### src/rtl/onehot_check_core.sv
// Consistency checker for a one-hot select vector against the address and enable
// that produced it. Reusable wherever a decoded select must be cross-checked.
module onehot_check_core #(
  parameter int AddrWidth   = 5,
  parameter int OneHotWidth = 2 ** AddrWidth,
  parameter bit AddrCheck   = 1'b1,
  parameter bit EnableCheck = 1'b1,
  parameter bit StrictCheck = 1'b1
) (
  input  logic [OneHotWidth-1:0] oh_i,
  input  logic [AddrWidth-1:0]   addr_i,
  input  logic                   en_i,
  output logic                   err_o
);

  localparam int N  = 2 ** AddrWidth;
  localparam int IW = (AddrWidth > 0) ? AddrWidth : 1;
  localparam logic [AddrWidth:0] OhLimit = (AddrWidth + 1)'(OneHotWidth);

  if (OneHotWidth < 1 || OneHotWidth > N) begin : g_bad_width
    $error("onehot_check_core: OneHotWidth must lie in 1..2**AddrWidth");
  end
  if (AddrCheck && !EnableCheck) begin : g_bad_checks
    $error("onehot_check_core: AddrCheck requires EnableCheck");
  end

  // Balanced pairwise reduction; each node carries {two-or-more set, any set}.
  function automatic logic [1:0] reduce_tree(input logic [N-1:0] v);
    logic [N-1:0] any_v;
    logic [N-1:0] multi_v;
    any_v   = v;
    multi_v = '0;
    for (int w = N; w > 1; w = w / 2) begin
      for (int j = 0; j < w / 2; j++) begin
        multi_v[IW'(j)] = multi_v[IW'(2*j)] | multi_v[IW'(2*j+1)]
                        | (any_v[IW'(2*j)] & any_v[IW'(2*j+1)]);
        any_v[IW'(j)]   = any_v[IW'(2*j)] | any_v[IW'(2*j+1)];
      end
    end
    return {multi_v[0], any_v[0]};
  endfunction

  // Mux tree steered by address bits, LSB first, so the selected bit is found
  // without re-encoding the address.
  function automatic logic sel_tree(input logic [N-1:0] v, input logic [AddrWidth-1:0] a);
    logic [N-1:0]           s;
    logic [AddrWidth-1:0]   a_sh;
    s    = v;
    a_sh = a;
    for (int w = N; w > 1; w = w / 2) begin
      for (int j = 0; j < w / 2; j++) begin
        s[IW'(j)] = a_sh[0] ? s[IW'(2*j+1)] : s[IW'(2*j)];
      end
      a_sh = a_sh >> 1;
    end
    return s[0];
  endfunction

  logic [N-1:0] oh_pad;
  logic         multi_hot;
  logic         any_hot;
  logic         en_err;
  logic         addr_err;

  assign oh_pad               = N'(oh_i);
  assign {multi_hot, any_hot} = reduce_tree(oh_pad);

  if (EnableCheck) begin : g_en_chk
    assign en_err = (!en_i && any_hot) || (StrictCheck && en_i && !any_hot);
  end else begin : g_no_en_chk
    assign en_err = 1'b0;
  end

  if (AddrCheck) begin : g_addr_chk
    logic addr_oob;
    assign addr_oob = ({1'b0, addr_i} >= OhLimit);
    assign addr_err = en_i && (addr_oob || !sel_tree(oh_pad, addr_i));
  end else begin : g_no_addr_chk
    assign addr_err = 1'b0;
  end

  assign err_o = multi_hot | en_err | addr_err;

endmodule

### src/rtl/onehot_guarded_decoder.sv
// Binary-to-one-hot decoder with an independently checked buffered copy, used as a
// fault countermeasure on register-file select decoding.
module onehot_guarded_decoder #(
  parameter int AddrWidth   = 5,
  parameter int OneHotWidth = 2 ** AddrWidth,
  parameter bit AddrCheck   = 1'b1,
  parameter bit EnableCheck = 1'b1,
  parameter bit StrictCheck = 1'b1
) (
  input  logic                   clk_i,
  input  logic                   rst_ni,
  input  logic [AddrWidth-1:0]   addr_i,
  input  logic                   en_i,
  input  logic [OneHotWidth-1:0] fault_i,
  output logic [OneHotWidth-1:0] oh_o,
  output logic                   err_o,
  output logic                   err_sticky_o
);

  for (genvar i = 0; i < OneHotWidth; i++) begin : g_enc
    assign oh_o[i] = en_i & (addr_i == AddrWidth'(i));
  end

  // Kept as a distinct net so the checker cannot be folded back into the encoder.
  (* keep = "true", dont_touch = "true" *) logic [OneHotWidth-1:0] oh_buf;
  assign oh_buf = oh_o;

  logic [OneHotWidth-1:0] oh_chk;
  assign oh_chk = oh_buf ^ fault_i;

  onehot_check_core #(
    .AddrWidth   (AddrWidth),
    .OneHotWidth (OneHotWidth),
    .AddrCheck   (AddrCheck),
    .EnableCheck (EnableCheck),
    .StrictCheck (StrictCheck)
  ) u_check (
    .oh_i   (oh_chk),
    .addr_i (addr_i),
    .en_i   (en_i),
    .err_o  (err_o)
  );

  logic err_sticky_d;
  logic err_sticky_q;

  assign err_sticky_d = err_sticky_q | err_o;

  always_ff @(posedge clk_i or negedge rst_ni) begin
    if (!rst_ni) begin
      err_sticky_q <= 1'b0;
    end else begin
      err_sticky_q <= err_sticky_d;
    end
  end

  assign err_sticky_o = err_sticky_q;

endmodule

### config.mk
export PLATFORM = sky130hd
export DESIGN_NAME = onehot_guarded_decoder
export DESIGN_NICKNAME = d
export VERILOG_FILES = /design/src/rtl/onehot_check_core.sv /design/src/rtl/onehot_guarded_decoder.sv
export SDC_FILE = /design/constraint.sdc
export NUM_CORES = 1
export LEC_CHECK = 0
export CAP_MARGIN = 20
export CELL_PAD_IN_SITES_DETAIL_PLACEMENT = 1
export CELL_PAD_IN_SITES_GLOBAL_PLACEMENT = 1
export CORE_ASPECT_RATIO = 1.2
export CORE_MARGIN = 4
export CORE_UTILIZATION = 14
export DETAILED_ROUTE_END_ITERATION = 12
export PLACE_DENSITY_LB_ADDON = 0.1
export SLEW_MARGIN = 0
export SYNTH_ARGS = -nofsm -noshare
export SYNTH_HDL_FRONTEND = slang
export SYNTH_SLANG_ARGS = --single-unit
### constraint.sdc
create_clock -name clk_i -period 1.8 [get_ports clk_i]
set_input_delay 0.36 -clock clk_i [delete_from_list [all_inputs] [get_ports clk_i]]
set_output_delay 0.36 -clock clk_i [all_outputs]
set_load 0.05 [all_outputs]
==> out/qor.yml <==
run_status: "completed"
min-delay-path-class: "in2async"
dp_hpwl_mm: 1.532
antennaDiodeCount: 0
design_area_um2: 1368
net_switching_mw: 0.09610
largest_net_degree_at_the_start_of_global_routing: 11
cp_num_buf_inv: 2
yosys.area.top_type_share_pct: 45.83
instances_no_fill: 161
timing_worst_setup_path_type: "in2out"
share_comb_of_total_power_pct: 87.7
route.detailed.wl_per_inst_um: 11.46
critical-path-slowest-cell: "or4b_4"
cts_hold_repair.buffers: 0
fin_crit_period_ns: 1.789
layout.nets: 151
power_frac_seq_pct: 12.3
gr-usage-all-layers_pct: 7.292
clkPwrFrac_pct: 0
die-area_um2: 4923
fmax_mhz: 559.1
maxCapViolations: 0
synth_seq_cells: 1
cp_slowest_stage_delay_ns: 0.57
placed_cell_area_um2: 1191
synth_simple_gate_area_share_pct: 45.83
critPathMaxFanout: 2
proportion_of_layout_cells_with_a_drive_suffix_above_1_pct: 75.23
cell_internal_pwr_mw: 0.1015
ys_top_cells_by_area: "buf_4, nor2_1, nor3_1, nand4bb_1, nand4b_1"
finalSetupViolCount: 0
netlist_instances: 85
synth-compound-area-share_pct: 0
swShare_pct: 48.64
final_hold_viol_count: 0
synth_top_family_by_area: "buffers and inverters"
leakage_component_of_the_power_nw: 0.5151
synth_adder_area_share_pct: 0
finalCritPeriodShare_pct: 99.36
synth_top_cell_by_area: "buf_4"
proportion_of_synthesized_chip_area_in_sequential_cells_pct: 4.630
dpl.cell_count: 158
placement_rows: 24
postLayoutCoreUtil_pct: 37.03
dr_total_vias: 601
crit_path_cell_trace: "buf_6 -> or4b_4 -> nor3_4 -> buf_12"
drc_errors: 0
vdd.ir_drop.worst_v: 0.00005831
post_synth_mux_area_share_pct: 0
arrival_worst_endpoint_ns: 1.43
clk_pin_slew_worst_paths_ns: 0
routed_via_density: 3.733
route.antenna.remaining_nets: 0
io_buffers: 40
syn_area_per_cell_um2: 6.359
timing.critical_path.max_delay_family: "simple AND/OR/NAND/NOR gates"
report.power.total_mw: 0.1976
yosysWarnings: 0
starting_drt_drc_count: 8
syn_std_cell_area_um2: 540.5
timing.final.max_slew_violations: 0
p_per_area_nw_per_um2: 144.5
1st_pass_router_iterations: 3
grt_pass1_vias: 669
critical_path_rt_ns: 1.44
die_w_um: 64.72
whs_ns: 0.5091
layout.filler_cells: 425
grt_overflow_total: 0
placeableCoreArea_um2: 3694
initial_cell_density_of_the_core_pct: 14.63
crit_path_start_kind: "input port"
synth_cell_types: 14
flow.area_growth_from_synthesis_pct: 153.0
floorplan.die.height_um: 76.07
grt_first_pass_wirelength_mm: 3.056
synth-xor-area-share_pct: 0
global_placement_routability_congestion: 0.7578
unrepaired_setup_endpoints_after_global_routing: "yes"
postRouteWirelength_mm: 1.845
max_ffs_per_register: 1
antenna_found_initial: 0
timing.critical_path.to_type: "output pin"
io_pins: 74
[layer usage]
layer / GRT usage (%) / part of all wire (%) / up-vias
met4: 0 / 0 / 0
met1: 8.319 / 39 / 284
met3: 1.032 / 6.0 / 0
met2: 14.64 / 55 / 27
met5: 0 / 0 / -
li1: - / - / 290
[placed cells by master, fill, tap and decap left out, drive strengths merged]
cell type,netlist,layout
buf,34,57
dlygate4sd2,0,2
conb,1,2
clkdlybuf4s50,0,1
dfrtp,1,1
nand4,1,1
nand4bb,3,3
nor2,24,24
nand2b,4,4
nor3,8,8
nand2,2,2
or4b,1,1
nand4b,3,3
[what timing repair did]
item / in CTS / in global routing
pin swaps: 4 / 5
resized for setup: 48 / 5
setup buffers: 2 / 1
setup endpoints to repair: 32 / 4
[cell type report]
| class | instances | area (um2) | share of cell area, % |
|---|---|---|---|
| multi-input combinational | 48 | 402.9 | 29.46 |
| timing repair buffer | 60 | 874.6 | 63.95 |
| tap | 52 | 65.06 | 4.758 |
| sequential | 1 | 25.02 | 1.830 |
[power by group through the flow]
stage	Sequential (mW)	Combinational, mW	Clock [mW]
after floorplan	0.0285	0.0739	0
after global placement	0.0243	0.145	0
after detailed placement	0.0243	0.147	0
after CTS	0.0243	0.169	0
after global routing	0.0244	0.184	0
final	0.0243	0.173	0
[cell families after synthesis]
group | after synthesis
simple gates | 46
buf+inv | 37
flops | 1
other cells | 1
[synthesized netlist by cell type]
library cell,instances
buf_2,1
buf_4,33
clkbuf_1,3
conb_1,1
dfrtp_1,1
nand2_1,2
nand2b_1,4
nand4_1,1
nand4b_1,3
nand4bb_1,3
nor2_1,24
nor3_1,7
nor3_2,1
or4b_4,1
[through the flow]
stage          setup TNS [ns]  setup WS, ns
2_1_floorplan               0       0.08577
3_3_place_gp           -6.790       -0.3165
3_5_place_dp           -7.577       -0.3482
4_1_cts              -0.04300      -0.04300
5_1_grt              -0.04137      -0.01979
6_report                    0       0.01145
[path summary, 6_finish.rpt]
path | slack (ns) | start | cells after the start | end
min in group clk_i | 0.85 | err_sticky_o$_DFF_PN0_ | 1 | err_sticky_o
hold / removal | 0.51 | rst_ni | 1 | err_sticky_o$_DFF_PN0_
setup / recovery | 0.01 | addr_i[4] | 4 | oh_o[0]
max in group asynchronous | 1.19 | rst_ni | 1 | err_sticky_o$_DFF_PN0_
(Power assumes the default switching activity.)
